**src/rtl/hazard_ctrl.sv**
```systemverilog
// hazard_ctrl: stall/flush scheduler for the five-stage pipeline.
// Resolves load-use, taken-branch, multi-cycle MDU and data-memory wait
// hazards, with a watchdog that bounds every wait state.
// Optional build macro: HAZARD_PERF_EN adds stall/flush performance counters;
// without it both counter ports are tied to zero and no counter flops exist.
module hazard_ctrl #(
  parameter int TIMEOUT = 64
) (
  input  logic        clk,
  input  logic        reset,
  input  logic [4:0]  d_rs1,
  input  logic [4:0]  d_rs2,
  input  logic        d_uses_rs1,
  input  logic        d_uses_rs2,
  input  logic [4:0]  e_rd,
  input  logic        e_is_load,
  input  logic        e_branch_taken,
  input  logic        e_mdu_start,
  input  logic        mdu_done,
  input  logic        m_mem_req,
  input  logic        m_mem_ready,
  output logic        pc_enable,
  output logic        fd_enable,
  output logic        de_enable,
  output logic        em_enable,
  output logic        mw_enable,
  output logic        fd_flush,
  output logic        de_flush,
  output logic        em_flush,
  output logic        hazard_err,
  output logic [31:0] stall_cycles,
  output logic [31:0] flush_events
);

  localparam int WW = (TIMEOUT < 1) ? 1 : $clog2(TIMEOUT + 1);
  localparam logic [WW-1:0] WCNT_LAST = WW'((TIMEOUT > 0) ? TIMEOUT - 1 : 0);

  typedef enum logic [1:0] {
    RUN      = 2'd0,
    MDU_WAIT = 2'd1,
    MEM_WAIT = 2'd2
  } state_e;

  state_e          state_q, state_d;
  state_e          ret_q, ret_d;
  state_e          mode;
  logic [WW-1:0]   wcnt_q, wcnt_d;
  logic            err_q, err_d;
  logic            ms, lu, expire;
  logic            mdu_hold, redirect, bubble;

  assign ms = m_mem_req & ~m_mem_ready;
  assign lu = e_is_load & (e_rd != 5'd0) &
              ((d_uses_rs1 & (d_rs1 == e_rd)) | (d_uses_rs2 & (d_rs2 == e_rd)));

  // The watchdog only fires from a wait state once the counter hits its limit.
  assign expire = (TIMEOUT > 0) && (state_q != RUN) && (wcnt_q == WCNT_LAST);

  // Effective mode: the cycle a memory wait ends behaves like the saved state.
  always_comb begin
    mode = state_q;
    if (state_q == MEM_WAIT && !ms) mode = ret_q;
  end

  // Classify this cycle's hazard by priority: ms > MDU > branch > load-use.
  always_comb begin
    mdu_hold = 1'b0;
    redirect = 1'b0;
    bubble   = 1'b0;
    if (!ms) begin
      if (mode == MDU_WAIT) begin
        mdu_hold = ~mdu_done;
      end else if (e_mdu_start) begin
        mdu_hold = 1'b1;
      end else if (e_branch_taken) begin
        redirect = 1'b1;
      end else if (lu) begin
        bubble = 1'b1;
      end
    end
  end

  // Register enables and flushes derived from the classified hazard.
  always_comb begin
    pc_enable = ~ms & ~mdu_hold & ~bubble;
    fd_enable = ~ms & ~mdu_hold & ~bubble;
    de_enable = ~ms & ~mdu_hold;
    em_enable = ~ms;
    mw_enable = ~ms;
    fd_flush  = redirect;
    de_flush  = redirect | bubble;
    em_flush  = mdu_hold;
  end

  // Next state, return state, wait counter and sticky error.
  always_comb begin
    state_d = state_q;
    ret_d   = ret_q;
    err_d   = err_q;
    if (ms) begin
      state_d = MEM_WAIT;
      if (state_q != MEM_WAIT) ret_d = state_q;
    end else if (mode == MDU_WAIT) begin
      state_d = mdu_done ? RUN : MDU_WAIT;
    end else begin
      state_d = e_mdu_start ? MDU_WAIT : RUN;
    end
    if (expire) begin
      state_d = RUN;
      ret_d   = RUN;
      err_d   = 1'b1;
    end
    // Any entry into a wait state (including MDU<->MEM hops) restarts the count.
    wcnt_d = (state_d != RUN && state_d == state_q) ? wcnt_q + 1'b1 : '0;
  end

  // Control state registers.
  always_ff @(posedge clk or posedge reset) begin
    if (reset) begin
      state_q <= RUN;
      ret_q   <= RUN;
      wcnt_q  <= '0;
      err_q   <= 1'b0;
    end else begin
      state_q <= state_d;
      ret_q   <= ret_d;
      wcnt_q  <= wcnt_d;
      err_q   <= err_d;
    end
  end

  assign hazard_err = err_q;

`ifdef HAZARD_PERF_EN
  logic [31:0] stall_q, flush_q;

  // Free-running counters of stalled and flushing cycles; wrap naturally.
  always_ff @(posedge clk or posedge reset) begin
    if (reset) begin
      stall_q <= '0;
      flush_q <= '0;
    end else begin
      if (!pc_enable) stall_q <= stall_q + 32'd1;
      if (fd_flush | de_flush | em_flush) flush_q <= flush_q + 32'd1;
    end
  end

  assign stall_cycles = stall_q;
  assign flush_events = flush_q;
`else
  assign stall_cycles = '0;
  assign flush_events = '0;
`endif

endmodule

```
**config.mk**
```make
export PLATFORM = sky130hd
export DESIGN_NAME = hazard_ctrl
export DESIGN_NICKNAME = d
export VERILOG_FILES = /design/src/rtl/hazard_ctrl.sv
export SDC_FILE = /design/constraint.sdc
export NUM_CORES = 1
export LEC_CHECK = 0
export ABC_AREA = 1
export CAP_MARGIN = 20
export CORE_AREA = 2 2 63 65
export CTS_CLUSTER_SIZE = 16
export DETAILED_ROUTE_END_ITERATION = 12
export DIE_AREA = 0 0 65 67
export GPL_ROUTABILITY_DRIVEN = 0
export GPL_TIMING_DRIVEN = 0
export HOLD_SLACK_MARGIN = 0.02
export PLACE_DENSITY_LB_ADDON = 0.15
export RECOVER_POWER = 25
export SKIP_LAST_GASP = 1
export SLEW_MARGIN = 20
export SYNTH_ARGS = -nofsm -noshare
export SYNTH_HDL_FRONTEND = slang
export SYNTH_SLANG_ARGS = --single-unit
```
**constraint.sdc**
```tcl
create_clock -name clk -period 2.57 [get_ports clk]
set_input_delay 0.771 -clock clk [delete_from_list [all_inputs] [get_ports clk]]
set_output_delay 0.771 -clock clk [all_outputs]
set_load 0.005 [all_outputs]
```
Word-level counts from Yosys, hierarchy flattened
Index checks and enable logic that the tools add are counted.
{ "totals": {"in_bits": 25, "n_memories": 0, "wordCells": 58, "regBits": 12, "out_inout_bits": 73, "ramBits": 0, "mem_bits_ro": 0, "latchBits": 0} }
{ "classes": {"n_lt_le_gt_ge": 0, "bitwise_logic": 14, "div_mod_pow": 0, "eq_ne": 7, "shifts": 0, "addsub": 1, "multipliers": 0, "n_mux": 22, "n_reduce_logical": 10} }
{ "ops": {"columns": ["cell", "n"], "rows": [
  ["$mux 1", 15],
  ["$mux 2", 6],
  ["$eq 5x5->1", 2],
  ["$reduce_bool 2->1", 4],
  ["$add 7x1->7 const B", 1],
  ["$and 1x1->1", 7],
  ["$eq 7x6->1 const B", 1],
  ["$mux 7", 1],
  ["$not 1->1", 5],
  ["$reduce_bool 5->1", 1],
  ["$logic_and 1x1->1", 3],
  ["$eq 2x1->1 const B", 1],
  ["$eq 2x2->1", 1],
  ["$eq 2x2->1 const B", 1],
  ["$ne 2x2->1 const B", 1],
  ["$or 1x1->1", 2],
  ["$reduce_and 2->1", 1],
  ["$logic_not 1->1", 1]
]} }

Longest topological paths before layout
{ "depth": {"word_depth": 12, "depth_mapped": 12, "ltp_nobuf": 12} }

Least setup slack after synthesis
OpenSTA, ideal clock, no wires.
{ "synth_path": {"path_kind": "input to output", "startpoint": "input m_mem_ready", "endpoint": "output pc_enable", "arrival_ns": 1.561, "cell_stages": 10, "path_buffers": 1, "path_slack_ns": 0.238, "required_time_ns": 1.799, "path_cell_list": "inv_2 > nand2_4 > nand2_1 > nand2_1 > nand2_1 > nand2_2 > nand2_1 > nand2_2 > a21oi_1 > buf_4"} }
{ "synth_between": {"word_cells_on_any_way": 15, "cone_classes": "1 x eq/ne; 5 x mux; 7 x bitwise; 2 x reduce/logical"} }
{ "synth_lines": {"columns": ["item", "line", "text"], "rows": [
  ["from (decl)", "21", "input logic m_mem_ready,"],
  ["$not 1->1", "52", "assign ms = m_mem_req & ~m_mem_ready;"],
  ["$and 1x1->1", "52", null],
  ["$not 1->1", null, null],
  ["net em_enable", "25", "output logic em_enable,"],
  ["$and 1x1->1 (2 in series)", "85", "pc_enable = ~ms & ~mdu_hold & ~bubble;"],
  ["to (decl)", "22", "output logic pc_enable,"]
]} }
The timed path passes the listed nets, and every way through them passes these cells.

Worst setup path in the final report
{ "layout_path": {"startpoint": "input e_is_load", "endpoint": "output de_flush"} }
{ "layout_between": {"elab_chain_cells": 8} }
{ "layout_rtl": {"columns": ["item", "line", "text"], "rows": [
  ["from (decl)", "16", "input logic e_is_load,"],
  ["$and 1x1->1 (2 in series)", "53", "assign lu = e_is_load & (e_rd != 5'd0) &"],
  ["$mux 1", "77", "end else if (lu) begin"],
  ["$mux 1", "75", "end else if (e_branch_taken) begin"],
  ["$mux 1", "73", "end else if (e_mdu_start) begin"],
  ["$mux 1", "71", "if (mode == MDU_WAIT) begin"],
  ["$mux 1", "70", "if (!ms) begin"],
  ["$or 1x1->1", "91", "de_flush = redirect | bubble;"],
  ["to (decl)", "28", "output logic de_flush,"]
]} }
Every way passes these cells.

==> run_results.csv <==
group,metric,value,unit
drt,top_layer,"met4",
drt,drc,0,
setup_path,crit_family,"buffers and inverters",
hold_path,hp-class,"register to register",
setup_path,cp-end-kind,"primary output",
power_and_ir_drop,power.total,0.716,mW
logic_synthesis,yosysWarnings,0,
grt,antenna_found_initial,0,
floorplan,io_pins,98,
grt,grt_start_max_net_pins,13,
floorplan,num_rows,22,
logic_synthesis,synth.distinct_cells,26,
setup_path,arrival,1.74,ns
setup_path,max_stage_delay,0.46,ns
setup_path,setup.worst_path.start_class,"input port",
floorplan,die_w,65,µm
drt,met3_length,287,µm
setup_path,path_class,"input port to primary output",
finish,final_cell_area,2060,µm²
power_and_ir_drop,power.leakage,1.25,nW
timing,setup_viol,0,
clocking,numCtsBuffers,3,
timing,fin_crit,2.51,ns
drt,drtIter0Drc,14,
timing,setup_slack,0.0556,ns
clocking,path_clk_slew,0.05,ns
logic_synthesis,syn_inst,175,
clocking,clock_sinks,12,
drt,drt_pre_antenna_iters,4,
placement,place_ws,-0.800,ns
drt,antenna_left,0,
placement,place_area,1950,µm²
floorplan,core-area,3610,µm²
setup_path,timing.critical_path.buf_inv,2,
clocking,htreeDepth,1,
logic_synthesis,syn_area_per_cell,7.55,µm²
setup_path,crit_fanout,2,
clocking,cts_buffer_depth,2,
grt,grt_pass1_wl,4400,µm
power_and_ir_drop,p_per_area,347,nW/µm²
setup_path,cp_cell_sequence,"clkdlybuf4s50_1, nand4_1, nor2_4, a21o_1, buf_2",
clocking,cts_tree,"yes",
floorplan,start_util,36.6,%
drt,wl_per_cell,8.44,µm
grt,track_usage,12.8,%
timing,drv_slew,0,
timing,setup_tns,0,ns
finish,drive_gt1_share,44.2,%
finish,nets,305,
drt,wirelength,2750,µm
finish,final_core_util,57.2,%
drt,route.vias.total,1119,
placement,io_buffers,33,
timing,fin_crit_sh,97.8,%
job,maxCapViolations,0,
setup_path,worst_path_max_delay_cell,"clkdlybuf4s50_1",
power_and_ir_drop,ir_worst_vdd,0.000314,V
drt,wl_met2,1370,µm
timing,hold_violations,0,
clocking,clk_latency,0.24,ns
timing,timing.fmax,398,MHz
grt,overflow,0,
finish,n_antenna_cell,0,
finish,area_growth,56.2,%
floorplan,dieArea,4360,µm²
grt,grt_pass1_vias,1007,
logic_synthesis,seq_area_frac_synth,22.7,%
drt,viasPerCell,3.43,
floorplan,die_h,67,µm
clocking,root_buffer,"clkbuf_8",
logic_synthesis,syn-cell-area,1320,µm²
logic_synthesis,ys_ff_latch,12,
drt,drt-met1-wl,1060,µm
status,outcome,"finished clean",
placement,dpl.hpwl,2330,µm
timing,finClkSkew,0.00198,ns
setup_path,cp.required,1.80,ns
==> path summary, 6_finish.rpt <==
kind                       slack, ns                      to              startpoint  cells past startpoint
hold reg to reg                 0.46  hazard_err$_DFFE_PP0P_  hazard_err$_DFFE_PP0P_                      1
setup / recovery                0.06                de_flush               e_is_load                      5
min in group asynchronous       0.97    state_q[0]$_DFF_PP0_                   reset                      2
setup reg to reg                1.02     wcnt_q[2]$_DFF_PP0_     wcnt_q[0]$_DFF_PP0_                     10
hold / removal                  0.46  hazard_err$_DFFE_PP0P_  hazard_err$_DFFE_PP0P_                      1
max in group asynchronous       1.29    ret_q[0]$_DFFE_PP0P_                   reset                      2
==> logic make-up (layout without fill, tap and decap cells) <==
family / count (synthesis) / after routing / share of synthesized area (%)
compound gates: 12 / 12 / 5.11
xor+xnor: 9 / 9 / 5.97
fa+ha+maj: 1 / 1 / 0.947
buf+inv: 86 / 126 / 43.2
flops: 12 / 12 / 22.7
other cells: 1 / 64 / 0.284
simple gates: 54 / 54 / 21.8
==> layer usage <==
layer,up-vias,global-route usage (%)
met2,54,22.0
li1,610,-
met5,-,0
met3,5,2.53
met1,450,15.4
met4,0,5.59
==> synth_stat cells (all sizes together) <==
master | instances | area, µm²
buf | 66 | 495
nand2 | 25 | 119
inv | 20 | 75.1
nor2 | 16 | 90.1
dfrtp | 12 | 300
o21ai | 7 | 35.0
nand3 | 6 | 30.0
xor2 | 6 | 52.6
a21oi | 3 | 18.8
nand4 | 3 | 25.0
xnor2 | 3 | 26.3
nor3 | 2 | 10.0
a21o | 1 | 7.51
conb | 1 | 3.75
ha | 1 | 12.5
nand3b | 1 | 7.51
o22ai | 1 | 6.26
or2 | 1 | 6.26
==> through the flow <==
step,hold WS (ns),instances
6_report,0.464,326
5_1_grt,0.499,326
4_1_cts,0.470,326
3_5_place_dp,0.456,319
3_3_place_gp,0.453,319
2_1_floorplan,0.442,238
==> sequential cells by signal (all words and copies together) (netlist names) <==
| register | count |
|---|---|
| state_q | 2 |
| wcnt_q | 7 |
| hazard_err | 1 |
| ret_q | 2 |
==> final cells by class <==
type                       count  area, µm²
timing repair buffer          37        323
clock buffer                   4       55.1
inverter                      20       75.1
multi-input combinational    140        762
fill                         376       1540
buffer                        65        488
tap                           48       60.1
sequential                    12        300
==> power breakdown <==
part           switching (mW)  total [mW]  internal (mW)
clock network          0.0704       0.206          0.135
registers              0.0120       0.217          0.205
logic                   0.140       0.294          0.154
==> placed cells by master (no fill, tap or decap), drive strengths merged, types with 2 or more instances in the layout <==
cell | synthesis | routed
buf | 66 | 73
conb | 1 | 64
nand2 | 25 | 25
inv | 20 | 20
nor2 | 16 | 16
dlygate4sd2 | 0 | 13
dfrtp | 12 | 12
clkbuf | 0 | 8
o21ai | 7 | 7
xor2 | 6 | 6
nand3 | 6 | 6
clkdlybuf4s50 | 0 | 4
clkdlybuf4s15 | 0 | 4
a21oi | 3 | 3
xnor2 | 3 | 3
dlymetal6s2s | 0 | 3
nand4 | 3 | 3
nor3 | 2 | 2
==> timing repair <==
item | CTS | global route
buffers inserted | 4 | 0
hold buffers | 0 | 0
resized for setup | 56 | 26
endpoints found under the setup margin | 8 | 7
pin swaps | 18 | 17
No activity file was read; power rests on OpenSTA's default activity.
